File: src/rtl/integer_multiplier_if.sv
// Start/result handshake bundle for integer_multiplier: go/operands in, product/done/cs out.
interface integer_multiplier_if #(
    parameter int WIDTH = 4
);
    logic                 go;
    logic [WIDTH-1:0]     multiplicand;
    logic [WIDTH-1:0]     multiplier;
    logic [2*WIDTH-1:0]   product;
    logic                 done;
    logic [3:0]           cs;

    modport master (
        output go, multiplicand, multiplier,
        input  product, done, cs
    );

    modport slave (
        input  go, multiplicand, multiplier,
        output product, done, cs
    );
endinterface

File: src/rtl/integer_multiplier.sv
// Shift-and-add unsigned multiplier, one multiplier bit per clock, go/done handshake.
// Optional MULT_EARLY_EXIT_EN: finish as soon as the remaining multiplier bits are zero.
module integer_multiplier #(
    parameter int WIDTH = 4
) (
    input  logic                clk,
    input  logic                rst,
    integer_multiplier_if.slave bus
);
    localparam int CW = (WIDTH > 1) ? $clog2(WIDTH) : 1;
    localparam logic [CW-1:0] LAST_CNT = CW'(WIDTH - 1);

    // state | meaning
    // IDLE  | waiting for go, product holds last result
    // CALC  | one shift-and-add step per clock
    // DONE  | product valid, done high for this single cycle
    typedef enum logic [3:0] {
        IDLE = 4'd0,
        CALC = 4'd1,
        DONE = 4'd2
    } state_t;

    state_t               state_q, state_d;
    logic [2*WIDTH-1:0]   p_q, p_d;
    logic [2*WIDTH-1:0]   s_q, s_d;
    logic [WIDTH-1:0]     m_q, m_d;
    logic [CW-1:0]        cnt_q, cnt_d;

    always_ff @(posedge clk or negedge rst) begin
        if (!rst) begin
            state_q <= IDLE;
            p_q     <= '0;
            s_q     <= '0;
            m_q     <= '0;
            cnt_q   <= '0;
        end else begin
            state_q <= state_d;
            p_q     <= p_d;
            s_q     <= s_d;
            m_q     <= m_d;
            cnt_q   <= cnt_d;
        end
    end

    always_comb begin
        state_d = state_q;
        p_d     = p_q;
        s_d     = s_q;
        m_d     = m_q;
        cnt_d   = cnt_q;
        case (state_q)
            IDLE: begin
                if (bus.go) begin
                    s_d     = {{WIDTH{1'b0}}, bus.multiplicand};
                    m_d     = bus.multiplier;
                    p_d     = '0;
                    cnt_d   = '0;
                    state_d = CALC;
`ifdef MULT_EARLY_EXIT_EN
                    if (bus.multiplier == '0) state_d = DONE;
`endif
                end
            end
            CALC: begin
                // 2W-bit accumulator holds any W x W product, so no carry out is needed
                if (m_q[0]) p_d = p_q + s_q;
                s_d   = s_q << 1;
                m_d   = m_q >> 1;
                cnt_d = cnt_q + 1'b1;
`ifdef MULT_EARLY_EXIT_EN
                if ((cnt_q == LAST_CNT) || (m_d == '0)) state_d = DONE;
`else
                if (cnt_q == LAST_CNT) state_d = DONE;
`endif
            end
            DONE:    state_d = IDLE;
            default: state_d = IDLE;
        endcase
    end

    assign bus.done    = (state_q == DONE);
    assign bus.product = p_q;
    assign bus.cs      = state_q;
endmodule
File: src/flat_wrapper.sv
// flat-port wrapper written by rule: the top's interface ports become plain ports
module integer_multiplier_flat 
#(
    parameter int WIDTH = 4
)
  (clk, rst, bus_go, bus_multiplicand, bus_multiplier, bus_product, bus_done, bus_cs);
  integer_multiplier_if #(.WIDTH(WIDTH)) bus_i ();
  input  logic clk;
  input  logic rst;
  input wire logic [$bits(bus_i.go)-1:0] bus_go;
  input wire logic [$bits(bus_i.multiplicand)-1:0] bus_multiplicand;
  input wire logic [$bits(bus_i.multiplier)-1:0] bus_multiplier;
  output wire logic [$bits(bus_i.product)-1:0] bus_product;
  output wire logic [$bits(bus_i.done)-1:0] bus_done;
  output wire logic [$bits(bus_i.cs)-1:0] bus_cs;
  assign bus_i.go = bus_go;
  assign bus_i.multiplicand = bus_multiplicand;
  assign bus_i.multiplier = bus_multiplier;
  assign bus_product = bus_i.product;
  assign bus_done = bus_i.done;
  assign bus_cs = bus_i.cs;
  integer_multiplier #(.WIDTH(WIDTH)) u_core (.clk(clk), .rst(rst), .bus(bus_i));
endmodule
File: config.mk
export PLATFORM = sky130hd
export DESIGN_NAME = integer_multiplier_flat
export DESIGN_NICKNAME = d
export VERILOG_FILES = /design/src/rtl/integer_multiplier_if.sv /design/src/rtl/integer_multiplier.sv /design/src/flat_wrapper.sv
export SDC_FILE = /design/constraint.sdc
export NUM_CORES = 1
export LEC_CHECK = 0
export CAP_MARGIN = 40
export CORE_MARGIN = 2
export CORE_UTILIZATION = 50
export DETAILED_ROUTE_END_ITERATION = 10
export GPL_ROUTABILITY_DRIVEN = 0
export GPL_TIMING_DRIVEN = 0
export PLACE_DENSITY_LB_ADDON = 0.05
export SLEW_MARGIN = 30
export SYNTH_ARGS = -nofsm -noshare
export SYNTH_HDL_FRONTEND = slang
export SYNTH_SLANG_ARGS = --single-unit
export TNS_END_PERCENT = 30
File: constraint.sdc
create_clock -name clk -period 4.9 [get_ports clk]
set_input_delay 0.98 -clock clk [delete_from_list [all_inputs] [get_ports clk]]
set_output_delay 0.98 -clock clk [all_outputs]
set_load 0.05 [all_outputs]
==> results.md, run 1 <==
- IO Pins: 24
- R2r endpoint: u_core.bus.product[6]$_DFFE_PN0P_
- CTS Sinks: 24
- Hold_sp: u_core.m_q[3]$_DFFE_PN0P_
- Startpoint types: flop
- CP Data Required Time: 3.92 ns
- Initial DRC Count: 16
- Hold Path Cell Cnt: 2
- EDFF count, synth: 0
- Final WL: 2790 um
- Pins Over Slew Limit: 0
- Hpwl dp: 2110 um
- Clock Latency Late Sink: 0.31 ns
- H-tree depth: 1
- #FFs+latches synth: 24
- Critical path fanouts, max: 10
- First-pass GRT wire length: 4700 um
- Via/cell ratio: 5.60
- Layout cells sized above 1: 9.87%
- Max-Cap Viols: 0
- Max Freq: 0.324 GHz
- Initial core utilization: 52.9%
- PortBufs: 21
- Antenna violations before repair: 0
- CTS buffer count: 3
- Global route overflow: 0
- Switching Share: 46.9%
- DR vias: 1,020
- Slew @ Worst Pin: 0.530 ns
- Synth area leaders: dfrtp_1 46%, ha_1 7.6%, a21oi_1 5.3%
- Yosys cell types: 29
- Status: finished clean
- Post-DRT Antenna Nets: 0
- Max Root-Sink Buffers: 2
- Clock Power Share: 8.7%
- Final min period: 3.08 ns
- Clk slew on worst S/H paths: 0.13 ns
- Post-synthesis sequential area ratio: 45.8%
- Hold Crit Class: reg -> reg
- Relative slew slack: 64.7%
- Ant diodes: 0
- CTS tree: done
- Most area-hungry cell type in the Yosys netlist: dfrtp_1
- Final setup TNS: 0 ns
- R2R depth: 8
- Pwr Total: 996 uW
- Die Width: 55.2 um
- WHS Endpoint: u_core.m_q[3]$_DFFE_PN0P_
- Leak: 0.728 nW
- Synth Instances: 127
- Post-route clock skew: 0.00952 ns
- Pre-antenna DRT Iters: 4
- Synth cell count leaders: 24 x dfrtp_1, 14 x a21oi_1, 14 x o21ai_0
- Setup Fix Bufs, Post-CTS: 0
- Full die area: 3050 sq um
- Wirelength per Cell: 15.3 um
- Final hold vios: 0
- CTS hold repair buffers: 0
- Die span in y: 55.2 um
- Sw power: 467 uW
- Peak supply drop: 408 uV
- Combinational Power Share: 55.7%
- Reg2reg setup slack: 2.71 ns
- Largest net degree at the start of global routing: 25
- Tot GR Track Use: 18.7%
- Reg2reg start: u_core.s_q[0]$_DFFE_PN0P_
- Vias in the first global route: 1,040
- Async SR Flop Fraction: 100%
- Cell with the most instances after synthesis: dfrtp_1
- Nets: 174
- Synthesis warning total: 0
- Area share of the largest cell type after synthesis: 45.8%
- Final setup viols: 0
- Number of remaining DRC errors: 0
- Core Box Area: 2480 sq um
- Crit path capture type: output port
- Mapped Area: 1310 sq um
- Mean Syn Cell Area: 10.3 sq um
- Internal Power: 528 uW
- Worst Path Arrival: 2.10 ns
- Clock root buffer: clkbuf_4
- Reg power frac: 35.7%
- # resized after CTS: 0
- Area Growth Syn to Fin: 20.5%
- Type of the worst setup path: reg -> out
- Primary FF master, synth: dfrtp_1
- FP Rows: 18
- Final Cycle Share: 62.9%
- Pwr dens: 630 nW/um^2
- RSZ-0062 raised after global routing: no
-- metal layers --
| layer | global-route usage (%) | wire [um] |
|---|---|---|
| met5 | 0 | 0 |
| met1 | 24.1 | 1250 |
| met4 | 4.18 | 16 |
| met3 | 2.11 | 109 |
| met2 | 33.7 | 1410 |
-- sequential cells by signal, indices dropped and copies added (netlist names) --
register            flops
u_core.m_q              4
u_core.bus.cs           2
u_core.s_q              8
u_core.bus.product      8
u_core.cnt_q            2
-- per-stage QoR --
stage	std cells	hold slack (ns)	utilization, %	setup WS [ns]	instance area (sq um)
final	182	0.524	63.8	1.82	1580
after global routing	182	0.554	63.8	1.67	1580
after CTS	182	0.525	63.8	1.78	1580
after detailed placement	179	0.494	62.9	2.14	1560
after global placement	179	0.493	63.1	2.20	1560
after floorplan	128	0.468	-	2.21	1320
-- cell type report --
type	count	area [sq um]
inverters	1	3.75
repair buffers	21	205
flip-flops and latches	24	601
fillers	230	897
well taps	30	37.5
plain buffers	9	45.0
clock buffers	3	22.5
multi-input cells	94	666
-- cell usage in the layout, fill, tap and decap left out, types with 4 or more instances in the layout --
cell,instances
dfrtp_1,24
clkdlybuf4s50_1,20
a21oi_1,14
o21ai_0,14
nor2b_1,11
nand2_1,10
ha_1,8
a22oi_1,6
a22o_1,5
clkbuf_1,4
o21bai_1,4
buf_2,4
xor2_1,4
-- worst max-delay path: stages, from the launching register on --
cell and delay (ns):
dfrtp_1 0.42, clkbuf_1 0.36, nor2b_1 0.20, clkdlybuf4s50_1 0.82
-- kinds of logic after synthesis --
group | synth area share (%)
flip-flops | 45.8
adder cells (fa/ha/maj) | 9.16
other | 0.286
buffers and inverters | 3.72
multiplexers | 1.62
XOR/XNOR | 4.01
AO/OA/AOI/OAI | 26.1
AND/OR/NAND/NOR | 9.35
-- power by group through the flow --
| stage | clock network, mW | logic [mW] | registers (mW) |
|---|---|---|---|
| 4_1_cts | 0.0866 | 0.559 | 0.355 |
| 3_5_place_dp | 0 | 0.557 | 0.360 |
| 5_1_grt | 0.0958 | 0.603 | 0.366 |
| 3_3_place_gp | 0 | 0.534 | 0.354 |
| 2_1_floorplan | 0 | 0.296 | 0.451 |
| 6_report | 0.0862 | 0.554 | 0.355 |
-- worst max-delay path by stage --
stage / startpoint / end / slack [ns] / cells past startpoint
final: u_core.bus.cs[1]$_DFFE_PN0P_ / bus_done / 1.82 / 3
after CTS: u_core.bus.cs[1]$_DFFE_PN0P_ / bus_done / 1.78 / 3
after global routing: u_core.bus.cs[1]$_DFFE_PN0P_ / bus_done / 1.67 / 3
after floorplan: u_core.bus.cs[1]$_DFFE_PN0P_ / bus_done / 2.21 / 2
after detailed placement: u_core.bus.cs[1]$_DFFE_PN0P_ / bus_done / 2.14 / 3
after global placement: u_core.bus.cs[1]$_DFFE_PN0P_ / bus_done / 2.20 / 3
(Power assumes the default switching activity.)
==> inputs of run 2 (changes only) <==
clock period = 3.1 ns   (was 4.9 ns; I/O delays follow)
==> results of run 2 <==
The final DEF is identical to that of run 1. Status: finished clean.
Main changes from that run: setup slack after placement 2.14 ns -> 0.699 ns; setup slack after layout 1.82 ns -> 0.376 ns; hold slack 0.524 ns -> 0.266 ns; register-to-register setup slack 2.71 ns -> 0.91 ns; total power 0.996 mW -> 1.57 mW; worst IR drop on VDD 408 uV -> 645 uV
